### src/rtl/ifq_pkg.sv
// Shared constants for the instruction fetch queue.
// NOP is the canonical RV32I "addi x0, x0, 0" that is presented when the queue is empty.
package ifq_pkg;

    localparam int unsigned IFQ_DEPTH_DEF = 4;
    localparam int unsigned IFQ_XLEN_DEF  = 32;
    localparam logic [31:0] NOP           = 32'h0000_0013;

endpackage : ifq_pkg

### src/rtl/ifq_if.sv
// Fetch-side and execute-side handshake bundle of the instruction fetch queue.
// The slave modport is the queue itself; the master modport is its environment.
interface ifq_if #(
    parameter int unsigned XLEN = 32
);

    logic            in_valid_i;
    logic [XLEN-1:0] in_pc_i;
    logic [XLEN-1:0] in_instr_i;
    logic            in_ready_o;

    logic            out_valid_o;
    logic [XLEN-1:0] out_pc_o;
    logic [XLEN-1:0] out_instr_o;
    logic            out_ready_i;
    logic            out_illegal_o;

    modport slave (
        input  in_valid_i, in_pc_i, in_instr_i, out_ready_i,
        output in_ready_o, out_valid_o, out_pc_o, out_instr_o, out_illegal_o
    );

    modport master (
        output in_valid_i, in_pc_i, in_instr_i, out_ready_i,
        input  in_ready_o, out_valid_o, out_pc_o, out_instr_o, out_illegal_o
    );

endinterface : ifq_if

### src/rtl/ifq_ptr_ctrl.sv
// Read/write pointers, occupancy count and full/empty flags of the fetch queue.
// A flush wins over any push or pop presented in the same cycle.
module ifq_ptr_ctrl #(
    parameter int unsigned DEPTH = 4,
    parameter int unsigned PTR_W = $clog2(DEPTH),
    parameter int unsigned CNT_W = $clog2(DEPTH + 1)
) (
    input  logic             clk,
    input  logic             rst_n,
    input  logic             flush_i,
    input  logic             push_req_i,
    input  logic             pop_req_i,
    output logic             push_o,
    output logic             pop_o,
    output logic [PTR_W-1:0] wr_ptr_o,
    output logic [PTR_W-1:0] rd_ptr_o,
    output logic [CNT_W-1:0] count_o,
    output logic             full_o,
    output logic             empty_o
);

    logic [PTR_W-1:0] wr_ptr_q, wr_ptr_d;
    logic [PTR_W-1:0] rd_ptr_q, rd_ptr_d;
    logic [CNT_W-1:0] count_q,  count_d;
    logic             full, empty, push, pop;

    always_comb begin
        // NOTE: every signal gets a default first so no path leaves it unassigned (no latch).
        full     = (count_q == CNT_W'(DEPTH));
        empty    = (count_q == '0);
        push     = push_req_i & ~full & ~flush_i;
        pop      = pop_req_i & ~empty & ~flush_i;
        wr_ptr_d = wr_ptr_q;
        rd_ptr_d = rd_ptr_q;
        count_d  = count_q;

        if (flush_i) begin
            wr_ptr_d = '0;
            rd_ptr_d = '0;
            count_d  = '0;
        end else begin
            // Pointers are exactly log2(DEPTH) wide, so the increment wraps on its own.
            if (push) wr_ptr_d = wr_ptr_q + PTR_W'(1);
            if (pop)  rd_ptr_d = rd_ptr_q + PTR_W'(1);
            count_d = count_q + CNT_W'(push) - CNT_W'(pop);
        end
    end

    // NOTE: sequential state uses non-blocking assignments so all flops update together.
    always_ff @(posedge clk or negedge rst_n) begin
        if (!rst_n) begin
            wr_ptr_q <= '0;
            rd_ptr_q <= '0;
            count_q  <= '0;
        end else begin
            wr_ptr_q <= wr_ptr_d;
            rd_ptr_q <= rd_ptr_d;
            count_q  <= count_d;
        end
    end

    assign push_o   = push;
    assign pop_o    = pop;
    assign wr_ptr_o = wr_ptr_q;
    assign rd_ptr_o = rd_ptr_q;
    assign count_o  = count_q;
    assign full_o   = full;
    assign empty_o  = empty;

endmodule : ifq_ptr_ctrl

### src/rtl/ifq.sv
// Instruction fetch queue: buffers SRAM-returned (PC, instr) pairs for the execute unit.
// Optional per-entry illegal-encoding flag enabled by defining IFQ_ILLEGAL_CHECK_EN.
module ifq
    import ifq_pkg::*;
#(
    parameter int unsigned DEPTH = IFQ_DEPTH_DEF,
    parameter int unsigned XLEN  = IFQ_XLEN_DEF,
    parameter int unsigned PTR_W = $clog2(DEPTH),
    parameter int unsigned CNT_W = $clog2(DEPTH + 1)
) (
    input  logic             clk,
    input  logic             rst_n,
    input  logic             flush_i,
    ifq_if.slave             bus,
    output logic [CNT_W-1:0] count_o
);

    logic             push, pop, full, empty;
    logic [PTR_W-1:0] wr_ptr, rd_ptr;

    logic [XLEN-1:0]  pc_mem    [DEPTH];
    logic [XLEN-1:0]  instr_mem [DEPTH];
    logic [XLEN-1:0]  last_pc_q, last_pc_d;
    logic [XLEN-1:0]  head_pc;

    ifq_ptr_ctrl #(
        .DEPTH (DEPTH),
        .PTR_W (PTR_W),
        .CNT_W (CNT_W)
    ) u_ptr_ctrl (
        .clk        (clk),
        .rst_n      (rst_n),
        .flush_i    (flush_i),
        .push_req_i (bus.in_valid_i),
        .pop_req_i  (bus.out_ready_i),
        .push_o     (push),
        .pop_o      (pop),
        .wr_ptr_o   (wr_ptr),
        .rd_ptr_o   (rd_ptr),
        .count_o    (count_o),
        .full_o     (full),
        .empty_o    (empty)
    );

    // NOTE: storage is not reset; an entry is only ever read after it has been written.
    always_ff @(posedge clk) begin
        if (push) begin
            pc_mem[wr_ptr]    <= bus.in_pc_i;
            instr_mem[wr_ptr] <= bus.in_instr_i;
        end
    end

`ifdef IFQ_ILLEGAL_CHECK_EN
    logic ill_mem [DEPTH];

    // A word whose low two bits are not 2'b11 is not a 32-bit RV32I encoding.
    always_ff @(posedge clk) begin
        if (push) begin
            ill_mem[wr_ptr] <= (bus.in_instr_i[1:0] != 2'b11);
        end
    end

    assign bus.out_illegal_o = ~empty & ill_mem[rd_ptr];
`else
    assign bus.out_illegal_o = 1'b0;
`endif

    // The head PC is remembered every cycle so an empty queue keeps showing the last one.
    always_comb begin
        head_pc   = empty ? last_pc_q : pc_mem[rd_ptr];
        last_pc_d = head_pc;
    end

    always_ff @(posedge clk or negedge rst_n) begin
        if (!rst_n) begin
            last_pc_q <= '0;
        end else begin
            last_pc_q <= last_pc_d;
        end
    end

    assign bus.in_ready_o  = ~full;
    assign bus.out_valid_o = ~empty;
    assign bus.out_pc_o    = head_pc;
    assign bus.out_instr_o = empty ? XLEN'(NOP) : instr_mem[rd_ptr];

    logic unused_pop;
    assign unused_pop = pop;

endmodule : ifq

### src/flat_wrapper.sv
// flat-port wrapper written by rule: the top's interface ports become plain ports
module ifq_flat import ifq_pkg::*;
#(
    parameter int unsigned DEPTH = IFQ_DEPTH_DEF,
    parameter int unsigned XLEN  = IFQ_XLEN_DEF,
    parameter int unsigned PTR_W = $clog2(DEPTH),
    parameter int unsigned CNT_W = $clog2(DEPTH + 1)
)
  (clk, rst_n, flush_i, count_o, bus_in_valid_i, bus_in_pc_i, bus_in_instr_i, bus_out_ready_i, bus_in_ready_o, bus_out_valid_o, bus_out_pc_o, bus_out_instr_o, bus_out_illegal_o);
  ifq_if #(.XLEN(XLEN)) bus_i ();
  input  logic clk;
  input  logic rst_n;
  input  logic flush_i;
  output logic [CNT_W-1:0] count_o;
  input wire logic [$bits(bus_i.in_valid_i)-1:0] bus_in_valid_i;
  input wire logic [$bits(bus_i.in_pc_i)-1:0] bus_in_pc_i;
  input wire logic [$bits(bus_i.in_instr_i)-1:0] bus_in_instr_i;
  input wire logic [$bits(bus_i.out_ready_i)-1:0] bus_out_ready_i;
  output wire logic [$bits(bus_i.in_ready_o)-1:0] bus_in_ready_o;
  output wire logic [$bits(bus_i.out_valid_o)-1:0] bus_out_valid_o;
  output wire logic [$bits(bus_i.out_pc_o)-1:0] bus_out_pc_o;
  output wire logic [$bits(bus_i.out_instr_o)-1:0] bus_out_instr_o;
  output wire logic [$bits(bus_i.out_illegal_o)-1:0] bus_out_illegal_o;
  assign bus_i.in_valid_i = bus_in_valid_i;
  assign bus_i.in_pc_i = bus_in_pc_i;
  assign bus_i.in_instr_i = bus_in_instr_i;
  assign bus_i.out_ready_i = bus_out_ready_i;
  assign bus_in_ready_o = bus_i.in_ready_o;
  assign bus_out_valid_o = bus_i.out_valid_o;
  assign bus_out_pc_o = bus_i.out_pc_o;
  assign bus_out_instr_o = bus_i.out_instr_o;
  assign bus_out_illegal_o = bus_i.out_illegal_o;
  ifq #(.DEPTH(DEPTH), .XLEN(XLEN), .PTR_W(PTR_W), .CNT_W(CNT_W)) u_core (.clk(clk), .rst_n(rst_n), .flush_i(flush_i), .bus(bus_i), .count_o(count_o));
endmodule
### config.mk
export PLATFORM = sky130hd
export DESIGN_NAME = ifq_flat
export DESIGN_NICKNAME = d
export VERILOG_FILES = /design/src/rtl/ifq_pkg.sv /design/src/rtl/ifq_if.sv /design/src/rtl/ifq_ptr_ctrl.sv /design/src/rtl/ifq.sv /design/src/flat_wrapper.sv
export SDC_FILE = /design/constraint.sdc
export NUM_CORES = 1
export LEC_CHECK = 0
export CORE_MARGIN = 2
export CORE_UTILIZATION = 59
export CTS_CLUSTER_SIZE = 20
export DETAILED_ROUTE_END_ITERATION = 8
export PLACE_DENSITY = 0.87
export SLEW_MARGIN = 10
export SYNTH_ARGS = -nofsm -noshare
export SYNTH_HDL_FRONTEND = slang
export SYNTH_SLANG_ARGS = --single-unit
export TNS_END_PERCENT = 20
### constraint.sdc
create_clock -name clk -period 8.36 [get_ports clk]
set_input_delay 2.508 -clock clk [delete_from_list [all_inputs] [get_ports clk]]
set_output_delay 2.508 -clock clk [all_outputs]
set_load 0.02 [all_outputs]
==> impl_metrics.py <==
metrics = {
    "run_status": {
        "status": "complete, no violations",
    },
    "clocking": {
        "clkLatencyLatePin_ns": 0.53,
        "root_buffer": "clkbuf_16",
        "htree_levels": 1,
        "clock-sinks": 295,
        "cts_buffers": 29,
        "clk_pin_slew_worst_paths_ns": 0.06,
        "cts_tree": "built",
        "clk_path_buf_depth": 3,
        "ctsResizeCount": 0,
        "cts_hold_buf": 0,
        "cts_setup_buffers": 0,
    },
    "worst_setup_path": {
        "worstSetupPathDepth": 4,
        "crit_path_max_fanout": 34,
        "startpoint_type": "flop",
        "slowest_delay_ns": 0.87,
        "cp_data_required_time_ns": 5.85,
        "worstPathArrival_ns": 3.56,
        "r2r_end": "u_core.u_ptr_ctrl.count_o[2]",
        "critPathTopFamily": "buffers and inverters",
        "crit_type": "reg2out",
        "end_kind": "primary output",
        "rrSetupSlack_ns": 5.53,
        "r2r_cells": 11,
        "path_cells": "buf_4 > mux4_2 > mux2_2 > clkdlybuf4s50_1",
        "crit_end": "bus_out_pc_o[30]",
        "r2r_start": "u_core.u_ptr_ctrl.count_o[1]",
        "cp_slowest_cell": "dfrtp_4",
        "worst-path-buf-inv": 2,
        "crit_start": "u_core.u_ptr_ctrl.rd_ptr_o[0]",
    },
    "routing": {
        "drc_errors": 0,
        "drtPass1Iterations": 4,
        "routedWlPerCell_microns": 22.86,
        "final_antenna_net_count": 0,
        "route.final.wire_length_microns": 20420,
        "num_vias": 5158,
        "drt_iter0_markers": 255,
        "via_per_inst": 5.776,
    },
    "worst_hold_path": {
        "worstHoldStart": "u_core.last_pc_q[27]",
        "min_path_type": "reg2reg",
        "holdPathStages": 1,
    },
    "timing": {
        "fin_crit_ns": 6.071,
        "finalClockSkew_ns": 0.008158,
        "clock.fmax_mhz": 164.7,
        "drv_slew": 0,
        "tns_ns": 0,
        "period_share": 0.7262,
        "hold_viol_final": 0,
        "worst_pin_slew_ns": 1.047,
        "relSlewSlack": 0.3021,
        "rsz0062_at_grt": "no",
        "setup_viol": 0,
    },
    "logic_synthesis": {
        "ys_top_cells_by_area": "edfxtp_1 69%, mux4_2 13%, dfrtp_1 8.8%",
        "ys_warn_count": 0,
        "ys_ff_latch": 295,
        "syn_nets": 563,
        "synth-edff-count": 256,
        "synth-seq-area-share": 0.7825,
        "postSynthCellCount": 487,
        "synth_top_area_frac": 0.6944,
        "synth.cell_area_sq_um": 11070,
        "synth_cell_types": 25,
        "syn_avg_cell_area_sq_um": 22.73,
        "async_flop_share": 0.1322,
        "synth.largest_area_cell": "edfxtp_1",
        "yosys-top-cells-count": "256 x edfxtp_1, 64 x mux4_2, 39 x dfrtp_1",
        "synth.most_common_cell": "edfxtp_1",
        "synth_ff_type": "edfxtp_1",
    },
    "cells_and_area": {
        "stdcell_area_sq_um": 13590,
        "layout-area-overhead-vs-synth_pct": 22.75,
        "fillers": 1045,
        "fin_util": 0.7314,
        "final_nets": 712,
        "antenna_cells": 0,
        "final_layout_size_suffix_gt1_frac": 0.2307,
    },
    "die": {
        "start_util": 0.5958,
        "core-area_sq_um": 18580,
        "ios": 139,
        "die_w_microns": 141.0,
        "die-area_sq_um": 19880,
        "rows": 50,
        "die_h_microns": 141.0,
    },
    "global_routing": {
        "grt_use_total": 0.2125,
        "grt_pass1_wl_microns": 32110,
        "grt_pass1_vias": 5718,
        "antenna_found_initial": 0,
        "grt_max_degree": 65,
        "grt.overflow.total": 0,
    },
    "job": {
        "max_cap_violations": 0,
    },
    "power": {
        "power_density_nw_per_um2": 342.9,
        "p_leak_nw": 4.488,
        "peakVddDrop_mv": 0.2846,
    },
    "placement": {
        "port-buffer-count": 137,
        "hpwlAfterDp_microns": 11310,
        "postPlaceCellArea_sq_um": 12640,
        "place.gp.congestion": 0.7662,
    },
}
==> final cells by class <==
class | instances | area, sq um | area share
repair buffers | 140 | 1389 | 0.1022
multi-input cells | 162 | 2262 | 0.1665
flip-flops and latches | 295 | 8668 | 0.6379
inverters | 8 | 30.03 | 0.002210
clock buffers | 38 | 789.5 | 0.05810
clock inverters | 16 | 157.7 | 0.01160
well taps | 234 | 292.8 | 0.02154
==> per-layer routing <==
metal | vias up | track usage | wire, microns
li1 | 2267 | - | -
met1 | 2682 | 0.2863 | 8244
met2 | 176 | 0.3630 | 10480
met3 | 33 | 0.04314 | 1272
met4 | 0 | 0.05632 | 418
met5 | - | 0 | 0
==> cell usage in the layout, fill, tap and decap left out, drive strengths merged, types with 3 or more instances in the layout <==
cell type	count
nor3	3
inv	9
or2	3
clkinv	11
buf	4
ha	6
bufinv	3
dfrtp	39
nor2	5
and2	34
edfxtp	256
mux4	64
clkbuf	38
clkdlybuf4s50	136
mux2	32
xor2	3
==> stage by stage <==
step | power (W) | hold slack, ns | setup slack, ns | instances
floorplan | 0.002788 | 0.5573 | 3.368 | 487
CTS | 0.004708 | 0.5015 | 2.155 | 893
finish | 0.004660 | 0.4985 | 2.289 | 893
global placement | 0.003396 | 0.4811 | 2.802 | 839
global route | 0.004854 | 0.5128 | 2.004 | 893
detailed placement | 0.003427 | 0.4870 | 2.783 | 839
==> power breakdown <==
part	total, W	internal, W	switching (W)	leakage (nW)
logic	0.00153	0.000785	0.000746	1.23
registers	0.00186	0.00176	0.0000953	2.79
clock network	0.00127	0.000756	0.000515	0.469
total	0.00466	0.00330	0.00136	4.49
==> how the worst min path moves through the flow <==
stage                               endpoint  slack, ns
2_1_floorplan  u_core.u_ptr_ctrl.wr_ptr_o[0]       0.56
3_3_place_gp             u_core.last_pc_q[9]       0.48
3_5_place_dp            u_core.last_pc_q[31]       0.49
4_1_cts                  u_core.last_pc_q[9]       0.50
5_1_grt                 u_core.last_pc_q[31]       0.51
6_report                u_core.last_pc_q[27]       0.50
==> sequential cells by signal, summed over array words and instances (netlist names) <==
name                        flops
u_core.pc_mem                 128
u_core.last_pc_q               32
u_core.u_ptr_ctrl.rd_ptr_o      2
u_core.instr_mem              128
u_core.u_ptr_ctrl.count_o       3
u_core.u_ptr_ctrl.wr_ptr_o      2
==> kinds of logic after synthesis <==
kind of cell               after synthesis  synth area share
and+or+nand+nor                         49           0.02611
other                                    1         0.0003387
AOI/OAI and AO/OA                        6          0.003278
DFF                                    295            0.7825
buffers and inverters                   30           0.01401
adders and majority gates                7          0.008589
xor gates and xnor gates                 3          0.002374
muxes                                   96            0.1627
Power figures use the tool's default switching activity.
